--- src/rtl/logic_pipe_buf.sv ---
// logic_pipe_buf: DEPTH-entry valid/ready buffer of 4-state WIDTH-bit words.
// Optional X-detect on accepted pushes: define LOGIC_PIPE_XCHK_EN.
module logic_pipe_buf #(
  parameter int WIDTH = 4,
  parameter int DEPTH = 2,
  parameter int CNT_W = $clog2(DEPTH + 1)
) (
  input  logic             clk,
  input  logic             rst,
  input  logic             in_valid,
  output logic             in_ready,
  input  logic [WIDTH-1:0] in_data,
  output logic             out_valid,
  input  logic             out_ready,
  output logic [WIDTH-1:0] out_data,
  output logic             out_lsb,
  output logic [CNT_W-1:0] count,
  output logic             x_err
);

  localparam int PTR_W = (DEPTH > 1) ? $clog2(DEPTH) : 1;

  logic [WIDTH-1:0] mem [DEPTH];
  logic [PTR_W-1:0] rd_ptr;
  logic [PTR_W-1:0] wr_ptr;
  logic             push;
  logic             pop;

  function automatic logic [PTR_W-1:0] nxt(input logic [PTR_W-1:0] p);
    if (p == PTR_W'(DEPTH - 1)) return '0;
    return p + PTR_W'(1);
  endfunction

  // Readiness depends only on registered occupancy, never on out_ready.
  assign in_ready  = !rst && (count != CNT_W'(DEPTH));
  assign out_valid = (count != '0);
  assign push      = in_valid && in_ready;
  assign pop       = out_valid && out_ready;
  assign out_data  = mem[rd_ptr];
  assign out_lsb   = out_data[0];

  // Storage: popped slots are zeroed so an empty buffer shows 0.
  always_ff @(posedge clk) begin
    if (rst) begin
      for (int i = 0; i < DEPTH; i++) mem[i] <= '0;
    end else begin
      if (pop)  mem[rd_ptr] <= '0;
      if (push) mem[wr_ptr] <= in_data;
    end
  end

  // Pointers advance modulo DEPTH on their own handshake.
  always_ff @(posedge clk) begin
    if (rst) begin
      rd_ptr <= '0;
      wr_ptr <= '0;
    end else begin
      if (pop)  rd_ptr <= nxt(rd_ptr);
      if (push) wr_ptr <= nxt(wr_ptr);
    end
  end

  // Occupancy: push and pop together leave it unchanged.
  always_ff @(posedge clk) begin
    if (rst) begin
      count <= '0;
    end else begin
      unique case ({push, pop})
        2'b10:   count <= count + CNT_W'(1);
        2'b01:   count <= count - CNT_W'(1);
        default: count <= count;
      endcase
    end
  end

`ifdef LOGIC_PIPE_XCHK_EN
  // Sticky flag for any X/Z bit in an accepted word; word stored as-is.
  always_ff @(posedge clk) begin
    if (rst) begin
      x_err <= 1'b0;
    end else if (push && $isunknown(in_data)) begin
      x_err <= 1'b1;
`ifndef SYNTHESIS
      $error("logic_pipe_buf: X/Z push at %0t data=%b", $time, in_data);
`endif
    end
  end
`else
  assign x_err = 1'b0;
`endif

endmodule

--- config.mk ---
export PLATFORM = sky130hd
export DESIGN_NAME = logic_pipe_buf
export DESIGN_NICKNAME = d
export VERILOG_FILES = /design/src/rtl/logic_pipe_buf.sv
export SDC_FILE = /design/constraint.sdc
export NUM_CORES = 1
export LEC_CHECK = 0
export BUFFER_PORTS_ARGS = -buffer_cell sky130_fd_sc_hd__clkbuf_2
export CAP_MARGIN = 5
export CORE_AREA = 2 2 39 41
export CTS_CLUSTER_SIZE = 14
export DETAILED_ROUTE_END_ITERATION = 10
export DIE_AREA = 0 0 41 43
export PLACE_DENSITY = 0.74
export RECOVER_POWER = 25
export SLEW_MARGIN = 10
export SYNTH_ARGS = -nofsm -noshare
export SYNTH_HDL_FRONTEND = slang
export SYNTH_SLANG_ARGS = --single-unit
--- constraint.sdc ---
create_clock -name clk -period 5.14 [get_ports clk]
set_clock_uncertainty 0.15 [all_clocks]
set_input_delay 0.257 -clock clk [delete_from_list [all_inputs] [get_ports clk]]
set_output_delay 0.257 -clock clk [all_outputs]
set_load 0.005 [all_outputs]
[Word level (Yosys, flattened, before mapping)]
Memories as Yosys holds them, arrays and structs flattened. A register that Yosys moved wholly into a read port is not among the register bits.
Index checks and enable logic that the tools add are counted.
Storage, ports and cells
  flip-flop bits (word level): 4
  RAM bits: 8
  bits of input ports: 8
  word-level logic and storage cells: 46
  memories kept: 1
Operators by class
  add/subtract/negate cells: 4
  equal/unequal tests: 3
  muxes and demuxes: 27
  reduce and logical (&&, ||, !) cells: 8
Memory list
  mem: depth 2, width 4, rd ports 1, clocked after Yosys merged registers in 1, write ports 2, line 23  | logic [WIDTH-1:0] mem [DEPTH];
Operators with widths (number)
  $mux W1: 24
  $mux W4: 2
  $reduce_or A4 Y1: 2
  $pmux W2 S2: 1
  $reduce_bool A2 Y1: 2
  $logic_and A1 B1 Y1: 3
  $add A1 B1 Y1 const B: 2
  $add A2 B1 Y2 const B: 1
  $eq A2 B1 Y1 const B: 1
  $eq A2 B2 Y1 const B: 1
  $ne A2 B2 Y1 const B: 1
  $sub A2 B1 Y2 const B: 1
  $logic_not A1 Y1: 1

[Logic depth before layout (Yosys ltp)]
  word-level depth: 8
  gate-level depth with buffers: 8
  mapped depth without buffers: 7

[Worst setup path after synthesis]
OpenSTA, ideal clock, no wires.
  kind: register -> register
  start: reg count[0]
  end: reg count[1]
  library setup time: 0.070 ns
  arrival: 1.679 ns
  required time: 4.920 ns
  path slack: 3.241 ns
  stages on the path, launching flop included: 7
  path buffers: 0
  cells stage by stage: dfxtp_1 and2b_2 nor2_4 inv_1 ha_1 or3_1 a21oi_1
Between the ends
  cells in the longest elaborated chain, start to end: 5
  elaborated cells on any way between the ends: 11
  classes of those cells: add/sub (2); eq/ne (3); mux (1); reduce/logical (5)
RTL lines
  from (decl): line 17  | output logic [CNT_W-1:0] count,
  from (signal assigned): line 69  | 2'b10: count <= count + CNT_W'(1);
  from (signal assigned): line 70  | 2'b01: count <= count - CNT_W'(1);
  from (signal assigned): line 71  | default: count <= count;
  $ne A2 B2 Y1: line 35  | assign in_ready = !rst && (count != CNT_W'(DEPTH));
  $logic_and A1 B1 Y1: line 35
  $logic_and A1 B1 Y1: line 37  | assign push = in_valid && in_ready;
  $eq A2 B1 Y1 or $eq A2 B2 Y1 (tied branches): line 68  | unique case ({push, pop})
  $pmux W2 S2 or $reduce_bool A2 Y1 (tied branches)
Parallel ways exist; a longest one is shown, timed or not.
A chain may end at the register's enable or synchronous reset.

[Final worst setup path]
Ends and elaborated chain as after synthesis.

==> qor.txt <==
1st-pass router iterations: 4
drt wl/cell: 11.2 um
Mean Syn Cell Area: 12.2 um^2
Design Area, Final: 729 um^2
final hold vios: 0
PD cells: 445 mW/mm^2
#FFs+latches synth: 13
Via Count: 415
Pleak: 0.331 nW
Crit. End Element: register
Max-Cap Viols: 0
Req. time, crit path: 5.20 ns
crit-path max FO: 7
clk sink count: 13
Post-Synthesis Cells: 52
drt initial violations: 5
post-synth top area cell: edfxtp_1
status: completed
Hold EP: rd_ptr
area grow syn2layout: 15.4%
Yosys Warn Count: 0
Longest Clk Path Bufs: 2
root buf cell: clkbuf_4
largest net degree at the start of global routing: 10
Final Max Tran Viols: 0
reg2reg start: count[0]
die area: 0.00176 mm^2
via/cell ratio: 4.88
TritonCTS clock tree: done
most frequent cells after synthesis: edfxtp_1 (8), dfxtp_1 (5)
routability cong.: 0.711
input/output buffers: 16
Starting Density: 45.7%
Setup violations, final: 0
share of cells above drive strength 1: 43.5%
r2r endpoint: count[1]
setup TNS: 0 ns
RSZ-0062 raised after global routing: false
Die Height: 43 um
initial antenna violation count: 0
first-pass GRT wire length: 1.50 mm
most numerous cell in the Yosys netlist: edfxtp_1
Rows: 14
ranking of synthesized cells by area: edfxtp_1 (38%), dfxtp_1 (16%), mux2_2 (7.1%), and2_2 (4.8%), and3_1 (4.0%)
setup bufs post-CTS: 0
H-tree depth: 1
Setup crit start kind: register
Reg clk slew, reported paths: 0.08 ns
Min-Delay Path Class: in2reg
Post-synth EDFFs: 8
synth unique cells: 25
sequential share of the synthesized area: 53.9%
Synth async-reset ratio: 0%
Resize count post-CTS: 0
HPWL Detailed: 706 um
I/O pin count: 18
Hold-fix buffers, CTS: 0
# nets final: 79
All-Layer GR Usage: 12.7%
worst-case reg-to-reg path depth: 6
Mapped Area: 632 um^2
hold path depth: 2
Final period util: 42.3%
# placed instances: 81
Area after DPL: 712 um^2
Antenna diodes: 0
top_reg_cell synth: edfxtp_1
Yosys top cell area share: 38.0%
remaining antenna violation count: 0
vias in the first global route: 365
Worst Hold Launch: rst
Non-Filler Instances: 85
Reg2Reg Setup Slack: 2.97 ns
gr ovfl total: 0
die width: 41 um
WHS: 0.115 ns
Residual DRC: 0
total CTS buffers: 3
net count after synthesis: 61
maximum vdd drop: 218 uV
total power: 0.000324 W
critical path class: reg2reg
Total Routed Length: 951 um
critical path arrival: 2.23 ns
clk_lat worst skew: 0.27 ns
Tmin final: 2.17 ns
core area: 0.00138 mm^2
Peak Freq: 0.460 GHz
## power breakdown
group | total [W] | switching (W) | internal (W)
Sequential | 0.000158 | 0.0000206 | 0.000137
Combinational | 0.000105 | 0.0000462 | 0.0000584
Clock | 0.0000618 | 0.0000318 | 0.0000301
Total | 0.000324 | 0.0000986 | 0.000226
## final cells by class
cell class | instances | area, um^2
Sequential cell | 13 | 340
Timing Repair Buffer | 16 | 80.1
Multi-Input combinational cell | 34 | 255
Fill cell | 144 | 654
Clock buffer | 4 | 26.3
Tap cell | 16 | 20.0
Inverter | 2 | 7.51
## how the worst max path moves through the flow
stage | startpoint | end | cells past startpoint
2_1_floorplan | count[0] | count[1] | 6
3_3_place_gp | count[0] | count[1] | 6
3_5_place_dp | count[0] | count[1] | 6
4_1_cts | count[0] | count[1] | 6
5_1_grt | count[0] | count[1] | 6
6_report | count[0] | count[1] | 6
## cell usage in the layout (no fill, tap or decap)
| master | instances |
|---|---|
| clkbuf_2 | 16 |
| edfxtp_1 | 8 |
| o21ai_0 | 1 |
| o21a_1 | 1 |
| inv_1 | 2 |
| clkbuf_4 | 3 |
| a211o_2 | 1 |
| nor3_4 | 1 |
| or2_2 | 1 |
| and3_1 | 4 |
| nor2_1 | 5 |
| a221o_1 | 1 |
| ha_1 | 1 |
| mux2_2 | 4 |
| xnor2_1 | 2 |
| nand2b_1 | 2 |
| and2_2 | 4 |
| or3_1 | 1 |
| and2b_1 | 1 |
| dfxtp_1 | 5 |
| conb_1 | 1 |
| xor2_1 | 1 |
| a21oi_1 | 1 |
| clkbuf_1 | 1 |
| o21bai_1 | 1 |
## flip-flops by register name (all words and copies together), names as in the netlist, named ones only
name    flops
wr_ptr      1
mem         8
rd_ptr      1
count       2
## per-stage QoR
step	utilization, %	setup slack (ns)
floorplan	-	3.24
global placement	51.4	3.20
detailed placement	51.4	3.15
CTS	53.3	3.11
global route	52.7	2.81
finish	52.7	2.97
## metal layers
metal | global-route usage, % | vias to the layer above | routed length (um)
met1 | 14.5 | 184 | 438
met4 | 6.00 | 0 | 10
met3 | 4.71 | 2 | 60
met5 | 0 | - | 0
met2 | 20.0 | 17 | 441
li1 | - | 212 | -
## cells by family (layout without fill, tap and decap cells)
| kind of cell | after synthesis | in the layout | synth area share (%) |
|---|---|---|---|
| buffers and inverters | 5 | 22 | 4.36 |
| AOI/OAI and AO/OA | 6 | 6 | 7.13 |
| and+or+nand+nor | 19 | 19 | 20.8 |
| xor gates and xnor gates | 3 | 3 | 4.16 |
| other | 1 | 1 | 0.593 |
| muxes | 4 | 4 | 7.13 |
| adders and majority gates | 1 | 1 | 1.98 |
| DFF | 13 | 13 | 53.9 |
## critical path, cell delays in order (launching register included)
cell and delay, ns:
dfxtp_1 0.43, and2b_1 0.26, nor2_1 0.32, inv_1 0.08
ha_1 0.34, or3_1 0.37, a21oi_1 0.15
No activity file was read; power rests on OpenSTA's default activity.
